**config.mk**
```make
export PLATFORM = sky130hd
export DESIGN_NAME = mode_menu_text_ctrl
export DESIGN_NICKNAME = d
export VERILOG_FILES = /design/src/rtl/pong_pkg.sv /design/src/rtl/text_scan_pipe.sv /design/src/rtl/mode_menu_text_ctrl.sv
export SDC_FILE = /design/constraint.sdc
export NUM_CORES = 1
export LEC_CHECK = 0
export CAP_MARGIN = 20
export CORE_AREA = 10 10 85 87
export CTS_BUF_LIST = sky130_fd_sc_hd__clkbuf_4 sky130_fd_sc_hd__clkbuf_8
export DETAILED_ROUTE_END_ITERATION = 10
export DIE_AREA = 0 0 95 97
export DONT_BUFFER_PORTS = 1
export GPL_TIMING_DRIVEN = 0
export PLACE_DENSITY = 0.77
export RECOVER_POWER = 100
export SYNTH_ARGS = -nofsm -noshare
export SYNTH_HDL_FRONTEND = slang
export SYNTH_SLANG_ARGS = --single-unit
export TNS_END_PERCENT = 50
```
**constraint.sdc**
```tcl
create_clock -name clk -period 5.6 [get_ports clk]
set_input_delay 0.56 -clock clk [delete_from_list [all_inputs] [get_ports clk]]
set_output_delay 0.56 -clock clk [all_outputs]
set_load 0.05 [all_outputs]
```
**src/rtl/pong_pkg.sv**
```systemverilog
// Shared constants for the mode-select text overlay: text window geometry,
// menu FSM state encoding and game mode indices.
package pong_pkg;

  localparam int TEXT_COLS = 16;
  localparam int TEXT_ROWS = 4;
  localparam int FONT_W    = 8;
  localparam int FONT_H    = 16;
  localparam int WIN_W     = TEXT_COLS * FONT_W;
  localparam int WIN_H     = TEXT_ROWS * FONT_H;

  typedef enum logic [1:0] {
    ST_IDLE    = 2'd0,
    ST_MENU    = 2'd1,
    ST_CONFIRM = 2'd2,
    ST_DONE    = 2'd3
  } menu_state_e;

  localparam logic [1:0] MODE_0 = 2'd0;
  localparam logic [1:0] MODE_1 = 2'd1;
  localparam logic [1:0] MODE_2 = 2'd2;

endpackage

```
**src/rtl/text_scan_pipe.sv**
```systemverilog
// Text window decode and 3-stage text ROM / font ROM pipeline producing the
// overlay pixel; highlight and show arrive as sideband alongside the pixel.
module text_scan_pipe
  import pong_pkg::*;
#(
  parameter int TEXT_X0 = 256,
  parameter int TEXT_Y0 = 208
) (
  input  logic        clk,
  input  logic        reset_n,
  input  logic [9:0]  pixel_x,
  input  logic [9:0]  pixel_y,
  input  logic        video_on,
  input  logic        show,
  input  logic        hl,
  input  logic [6:0]  char_code,
  input  logic [7:0]  font_word,
  output logic [3:0]  win_row,
  output logic [7:0]  char_xy,
  output logic [10:0] font_addr,
  output logic        text_on,
  output logic        text_bit
);

  localparam logic [9:0] X0 = 10'(TEXT_X0);
  localparam logic [9:0] Y0 = 10'(TEXT_Y0);

  logic [9:0] dx, dy;
  logic       in_win;

  logic [7:0]  char_xy_q, char_xy_d;
  logic        in_win_s1_q, in_win_s1_d;
  logic [3:0]  gly_row_s1_q, gly_row_s1_d;
  logic [2:0]  bit_idx_s1_q, bit_idx_s1_d;
  logic        hl_s1_q, hl_s1_d;
  logic        show_s1_q, show_s1_d;

  logic [10:0] font_addr_q, font_addr_d;
  logic        in_win_s2_q, in_win_s2_d;
  logic [2:0]  bit_idx_s2_q, bit_idx_s2_d;
  logic        hl_s2_q, hl_s2_d;
  logic        show_s2_q, show_s2_d;

  logic        text_on_q, text_on_d;
  logic        text_bit_q, text_bit_d;

  // Once pixel >= origin the offset cannot wrap, so the upper offset bits
  // being zero is exactly the "< origin + size" test.
  always_comb begin
    dx      = pixel_x - X0;
    dy      = pixel_y - Y0;
    in_win  = video_on && (pixel_x >= X0) && (dx[9:7] == 3'd0) &&
              (pixel_y >= Y0) && (dy[9:6] == 4'd0);
    win_row = in_win ? dy[7:4] : 4'd0;
  end

  always_comb begin
    // S1: text ROM address and sideband capture
    char_xy_d    = in_win ? {dy[7:4], dx[6:3]} : 8'h00;
    in_win_s1_d  = in_win;
    gly_row_s1_d = in_win ? dy[3:0] : 4'd0;
    bit_idx_s1_d = in_win ? dx[2:0] : 3'd0;
    hl_s1_d      = in_win && hl;
    show_s1_d    = show;
    // S2: font ROM address from the returned character code
    font_addr_d  = {char_code, gly_row_s1_q};
    in_win_s2_d  = in_win_s1_q;
    bit_idx_s2_d = bit_idx_s1_q;
    hl_s2_d      = hl_s1_q;
    show_s2_d    = show_s1_q;
    // S3: glyph bit select with reverse video
    text_on_d    = in_win_s2_q && show_s2_q;
    text_bit_d   = in_win_s2_q ? (font_word[3'd7 - bit_idx_s2_q] ^ hl_s2_q) : 1'b0;
  end

  always_ff @(posedge clk or negedge reset_n) begin
    if (!reset_n) begin
      char_xy_q    <= 8'h00;
      in_win_s1_q  <= 1'b0;
      gly_row_s1_q <= 4'd0;
      bit_idx_s1_q <= 3'd0;
      hl_s1_q      <= 1'b0;
      show_s1_q    <= 1'b0;
      font_addr_q  <= 11'd0;
      in_win_s2_q  <= 1'b0;
      bit_idx_s2_q <= 3'd0;
      hl_s2_q      <= 1'b0;
      show_s2_q    <= 1'b0;
      text_on_q    <= 1'b0;
      text_bit_q   <= 1'b0;
    end else begin
      char_xy_q    <= char_xy_d;
      in_win_s1_q  <= in_win_s1_d;
      gly_row_s1_q <= gly_row_s1_d;
      bit_idx_s1_q <= bit_idx_s1_d;
      hl_s1_q      <= hl_s1_d;
      show_s1_q    <= show_s1_d;
      font_addr_q  <= font_addr_d;
      in_win_s2_q  <= in_win_s2_d;
      bit_idx_s2_q <= bit_idx_s2_d;
      hl_s2_q      <= hl_s2_d;
      show_s2_q    <= show_s2_d;
      text_on_q    <= text_on_d;
      text_bit_q   <= text_bit_d;
    end
  end

  assign char_xy   = char_xy_q;
  assign font_addr = font_addr_q;
  assign text_on   = text_on_q;
  assign text_bit  = text_bit_q;

endmodule

```
**src/rtl/mode_menu_text_ctrl.sv**
```systemverilog
// Mode-select menu: cursor/blink/selection FSM that reports the chosen game
// mode, driving the text overlay pipeline with highlight and show sideband.
module mode_menu_text_ctrl
  import pong_pkg::*;
#(
  parameter int TEXT_X0    = 256,
  parameter int TEXT_Y0    = 208,
  parameter int NUM_MODES  = 3,
  parameter int BLINK_BITS = 24
) (
  input  logic        clk,
  input  logic        reset_n,
  input  logic [9:0]  pixel_x,
  input  logic [9:0]  pixel_y,
  input  logic        video_on,
  input  logic        menu_active,
  input  logic        btn_up,
  input  logic        btn_down,
  input  logic        btn_sel,
  output logic [7:0]  char_xy,
  input  logic [6:0]  char_code,
  output logic [10:0] font_addr,
  input  logic [7:0]  font_word,
  output logic        text_on,
  output logic        text_bit,
  output logic [1:0]  mode,
  output logic        mode_valid
);

  localparam logic [1:0] LAST_MODE = 2'(NUM_MODES - 1);

  menu_state_e           state_q, state_d;
  logic [1:0]            cursor_q, cursor_d;
  logic [BLINK_BITS-1:0] blink_q, blink_d;
  logic [1:0]            mode_q, mode_d;
  logic                  mode_valid_q, mode_valid_d;

  logic [3:0] win_row;
  logic       show, hl;

  always_comb begin
    state_d      = state_q;
    cursor_d     = cursor_q;
    blink_d      = blink_q;
    mode_d       = mode_q;
    mode_valid_d = 1'b0;
    case (state_q)
      ST_IDLE: begin
        if (menu_active) begin
          state_d  = ST_MENU;
          cursor_d = 2'd0;
          blink_d  = '0;
        end
      end
      ST_MENU: begin
        blink_d = blink_q + BLINK_BITS'(1);
        // Leaving the menu abandons the selection; select beats up/down.
        if (!menu_active) begin
          state_d = ST_IDLE;
        end else if (btn_sel) begin
          state_d = ST_CONFIRM;
        end else if (btn_down && !btn_up) begin
          cursor_d = (cursor_q == LAST_MODE) ? 2'd0 : cursor_q + 2'd1;
        end else if (btn_up && !btn_down) begin
          cursor_d = (cursor_q == 2'd0) ? LAST_MODE : cursor_q - 2'd1;
        end
      end
      ST_CONFIRM: begin
        mode_d       = cursor_q;
        mode_valid_d = 1'b1;
        state_d      = ST_DONE;
      end
      ST_DONE: begin
        if (!menu_active) state_d = ST_IDLE;
      end
      default: state_d = ST_IDLE;
    endcase
  end

  always_ff @(posedge clk or negedge reset_n) begin
    if (!reset_n) begin
      state_q      <= ST_IDLE;
      cursor_q     <= 2'd0;
      blink_q      <= '0;
      mode_q       <= 2'd0;
      mode_valid_q <= 1'b0;
    end else begin
      state_q      <= state_d;
      cursor_q     <= cursor_d;
      blink_q      <= blink_d;
      mode_q       <= mode_d;
      mode_valid_q <= mode_valid_d;
    end
  end

  // Option rows start below the title row, hence the +1.
  always_comb begin
    show = (state_q == ST_MENU) || (state_q == ST_CONFIRM);
    hl   = (win_row == ({2'b00, cursor_q} + 4'd1)) && blink_q[BLINK_BITS-1] &&
           (state_q == ST_MENU);
  end

  text_scan_pipe #(
    .TEXT_X0(TEXT_X0),
    .TEXT_Y0(TEXT_Y0)
  ) u_pipe (
    .clk      (clk),
    .reset_n  (reset_n),
    .pixel_x  (pixel_x),
    .pixel_y  (pixel_y),
    .video_on (video_on),
    .show     (show),
    .hl       (hl),
    .char_code(char_code),
    .font_word(font_word),
    .win_row  (win_row),
    .char_xy  (char_xy),
    .font_addr(font_addr),
    .text_on  (text_on),
    .text_bit (text_bit)
  );

  assign mode       = mode_q;
  assign mode_valid = mode_valid_q;

endmodule

```
# Yosys cells after proc, flatten, opt, wreduce, memory -nomap -nowiden
# Index checks and enable logic that the tools add are counted.
[word_totals]
ff_bits = 68
latchBits = 0
ram_bits = 0
romBits = 0
in_bits = 42
word_cells = 84
memories = 0
[op_classes]
n_addsub = 7
mul = 0
div_mod_pow = 0
n_lt_le_gt_ge = 3
eq_ne = 11
shifts = 0
muxes = 23
bitwise = 1
reduce_logical = 21
[op_table]
columns = ["cell", "n"]
rows = [
  ["24-bit one-hot mux with 2 select lines", 1],
  ["24-bit by 1-bit adder with 24-bit output, second input constant", 1],
  ["24-bit two-way mux", 1],
  ["2-bit two-way mux", 11],
  ["10-bit by 8-bit greater-or-equal comparator with 1-bit output, second input constant", 1],
  ["10-bit by 9-bit greater-or-equal comparator with 1-bit output, second input constant", 1],
  ["1-bit logical AND", 10],
  ["10-bit by 8-bit subtractor with 10-bit output, second input constant", 1],
  ["10-bit by 9-bit subtractor with 10-bit output, second input constant", 1],
  ["4-bit two-way mux", 2],
  ["8-bit two-way mux", 1],
  ["2-bit inequality test, second input constant", 4],
  ["2-bit one-hot mux with 4 select lines", 1],
  ["2-bit == test, second input constant", 3],
  ["3-bit inequality test, second input constant", 2],
  ["5-bit AND reduction", 1],
  ["4-bit by 3-bit == test with 1-bit output", 1],
  ["2-bit zero test", 2],
  ["4-bit zero test", 1],
  ["3-bit by 4-bit < comparator with 1-bit output, second input constant", 1],
  ["2-bit one-hot mux with 2 select lines", 1],
  ["2-bit by 1-bit adder with 3-bit output, second input constant", 1],
  ["1-bit binary-select mux with 3-bit select", 1],
  ["3-bit zero test", 1],
  ["other kinds (12)", 15],
]

# Logic depth before layout (Yosys ltp)
[depth]
ltp_word = 10
ltp_mapped = 7

# Modules after synthesis
# From an unflattened synthesis, not the netlist that was laid out.
[unflattened]
hier_cells = 264
area_unflattened_um2 = 3066.7
[by_module_without_submodules]
columns = ["module", "instances", "cells_per_inst", "area_per_inst_um2", "seq_area_each_um2"]
rows = [
  ["mode_menu_text_ctrl", 1, 181, 1771.7, 775.7],
  ["text_scan_pipe", 1, 83, 1295.0, 925.9],
]

# Worst setup path after synthesis
# No wires, ideal clock.
[synth_path]
path_kind = "reg2reg"
startpoint = "reg state_q[0]"
endpoint = "reg blink_q[23]"
setup_ps = 78
t_arrival_ps = 2103
path_slack_ps = 3419
path_stages_with_launch = 7
path_buffers = 0
path_cell_list = "dfrtp_1 > inv_1 > ha_1 > mux2i_2 > or4b_4 > or4_1 > a21oi_1"
[synth_via]
elab_chain_cells = 3
[synth_lines]
columns = ["item", "line", "text"]
rows = [
  ["start: declaration", "mode_menu_text_ctrl.sv:32", "menu_state_e state_q, state_d;"],
  ["start signal: assignment", "mode_menu_text_ctrl.sv:88", "state_q <= state_d;"],
  ["2-bit by 1-bit == test with 1-bit output or 2-bit zero test (tied branches)", "mode_menu_text_ctrl.sv:47", "case (state_q)"],
  ["2-bit nonzero test (no source line) or 2-bit inequality test (tied branches)", "--", ""],
  ["2-bit AND reduction (no source line)", "--", ""],
  ["end signal: assignment", "mode_menu_text_ctrl.sv:90", "blink_q <= blink_d;"],
  ["end: declaration", "mode_menu_text_ctrl.sv:34", "logic [BLINK_BITS-1:0] blink_q, blink_d;"],
]
# Parallel ways exist; a longest one is shown, timed or not.
# A chain may end at the register's enable or synchronous reset.

==> impl_metrics.tcl <==
set metrics [dict create \
    status "complete, but fails checks" \
    violations "max-capacitance violations, max-slew violations" \
    fin_nets 320 \
    syn2layout_area_growth_pct 9.42 \
    core-area_um2 5470 \
    die_y_um 97 \
    synth-edff-count 0 \
    crit_buf_inv 1 \
    ys_async_sr_fraction 1.00 \
    r2r_slack_ns 3.14 \
    min_period_ns 3.28 \
    cp_top_family "buffers and inverters" \
    synthesis.area_um2 2980 \
    rr_worst_depth 6 \
    antenna_found_initial 0 \
    hold_viol 0 \
    crit_path_end_kind "async pin" \
    cts_buffer_depth 2 \
    layout_commonest_cell "dfrtp_1" \
    r2r_start "state_q[0]" \
    first_iter_violations 56 \
    design.die.area_um2 9220 \
    cts_setup_buffers 0 \
    grt.overflow.total 0 \
    die_w_um 95 \
    worstSetupPathType "primary input to async pin" \
    yosysSeqAreaShare 0.572 \
    grt_pass1_wl_um 9360 \
    grt_start_max_net_pins 69 \
    worstSetupStartpointType "primary input" \
    dpl_worst_slack_ns 3.25 \
    critPathCapture "blink_q[3]" \
    crit_fanout 68 \
    antenna_left 0 \
    synthTopCellsByArea "dfrtp_1, ha_1, nor3b_1, o31ai_1, or4_1" \
    critical_path_arrival_ns 2.96 \
    fmax_mhz 305 \
    gp_congestion 0.812 \
    portBuffers 0 \
    setup_ws_ns 2.32 \
    synth_top_cell_area_share 0.572 \
    start_util 0.544 \
    finalCritPeriodShare 0.585 \
    drive_above_1_share 0.0967 \
    leakage_nw 1.45 \
    max_slew_margin -1.27 \
    place_hpwl_um 4160 \
    skew_ns 0.00636 \
    insertion_delay_ns 0.34 \
    pin_count 66 \
    ys_ff_latch 68 \
    cts_max_level 3 \
    cts_sinks 68 \
    vdd_drop_max_v 0.000274 \
    cts_tree "built" \
    power_per_cell_area_nw_per_um2 375 \
    cap_viol_max_count 1 \
    synth_top_cell_by_area "dfrtp_1" \
    cts_buffers 9 \
    seqCellArea_um2 1700 \
    cts-resized-gates 0 \
    drc_errors 0 \
    rows 27 \
    yosys.cell_types.count 39 \
    fin_tns_setup_ns 0 \
    cp.depth 1 \
    drt_first_pass_iters 4 \
    synthCells 252 \
    wl_um 5800 \
    syn_avg_cell_area_um2 11.8 \
    multi_input_area_um2 1190 \
    postCtsHoldBufs 1 \
    ys_warn_count 0 \
    routedWlPerCell_um 17.0 \
    crit_slowest_cell "clkbuf_1" \
    grt_use_total 0.129 \
    rsz0062_at_grt "no" \
    regToRegEndpoint "blink_q[23]" \
    setup_violations 0 \
    viasPerCell 5.67 \
    diodes 0 \
    tightestPinTransition_ns 3.40 \
    root_buffer "clkbuf_8" \
    clk_pin_slew_ns 0.07 \
    via_count 1934 \
    ys.flop_type "dfrtp_1" \
    stdcell_area_um2 3260 \
    hold_class "primary input to register" \
    fill_cells 455 \
    cp-startpoint "reset_n" \
    cp.required_ns 5.28 \
    place_area_um2 3070 \
    crit_chain "clkbuf_1" \
    mostFrequentLayoutCells "dfrtp_1, nand2_1, nor2_1, ha_1" \
    grt_pass1_vias 1948 \
    finalMaxSlewViolations 69 \
    cp_slowest_stage_delay_ns 2.36 \
]
-- worst min path at each step --
stage,from,cells after the start,end
2_1_floorplan,reset_n,0,async pin
3_3_place_gp,reset_n,0,u_pipe.char_xy[0]
3_5_place_dp,reset_n,0,u_pipe.char_xy[0]
4_1_cts,reset_n,1,blink_q[12]
5_1_grt,char_code[2],0,u_pipe.font_addr[6]
6_report,char_code[2],0,u_pipe.font_addr[6]
-- layout make-up --
type                            count  area share
Clock inverter                      6      0.0204
Inverter                           12      0.0138
Multi-Input combinational cell    165       0.366
Tap cell                           72      0.0277
Clock buffer                        9      0.0380
Sequential cell                    68       0.522
Buffer                              8      0.0108
Timing Repair Buffer                1     0.00115
-- cells in the mapped netlist (2+ instances only) --
master / n
a31oi_1: 2
or4_1: 11
a21oi_1: 12
nand3_1: 8
nor3b_1: 12
nor3_1: 3
mux2_2: 5
and3_1: 4
o31ai_1: 11
nor2_1: 13
dfrtp_1: 68
nor4_1: 2
ha_1: 13
mux4_2: 2
xor2_1: 4
nand2_1: 16
and2_1: 2
nand2b_1: 3
clkbuf_1: 7
nor4b_1: 3
xnor2_1: 7
nand4_1: 5
a22o_2: 2
and3_2: 2
o21ai_0: 6
mux2i_1: 5
inv_1: 12
-- sequential cells by signal (all words and copies together) (netlist names), 2 cells and up, named ones only --
register	flops
u_pipe.bit_idx_s2_q	3
u_pipe.char_xy	8
u_pipe.font_addr	11
mode	2
u_pipe.gly_row_s1_q	4
u_pipe.bit_idx_s1_q	3
cursor_q	2
blink_q	24
-- metal layers --
metal / global-route usage / share of wire
met5: 0 / 0
met4: 0.0629 / 0.023
met3: 0.0478 / 0.063
met2: 0.208 / 0.50
met1: 0.146 / 0.42
-- per-stage QoR --
step | power [mW] | std cells | hold slack, ns | util
after floorplan | 0.789 | 253 | 0.264 | -
after global placement | 0.836 | 325 | 0.266 | 0.561
after CTS | 1.25 | 341 | 0.0854 | 0.601
after detailed placement | 0.845 | 325 | 0.266 | 0.561
after global routing | 1.29 | 341 | 0.218 | 0.595
final | 1.22 | 341 | 0.239 | 0.595
-- cells by family (layout without fill, tap and decap cells) --
group	Yosys count	after routing	share of synthesized area
and+or+nand+nor	91	91	0.182
DFF	68	68	0.572
AOI/OAI and AO/OA	35	35	0.0757
buffers and inverters	20	36	0.0269
adders and majority gates	13	13	0.0546
muxes	13	13	0.0555
xor gates and xnor gates	11	11	0.0324
other	1	2	0.00126
-- power breakdown --
part           leakage, nW  switching, mW  internal, mW
Combinational        0.444          0.136        0.0947
Sequential           0.915         0.0745         0.533
Clock               0.0873          0.181         0.202
(Power assumes the default switching activity.)
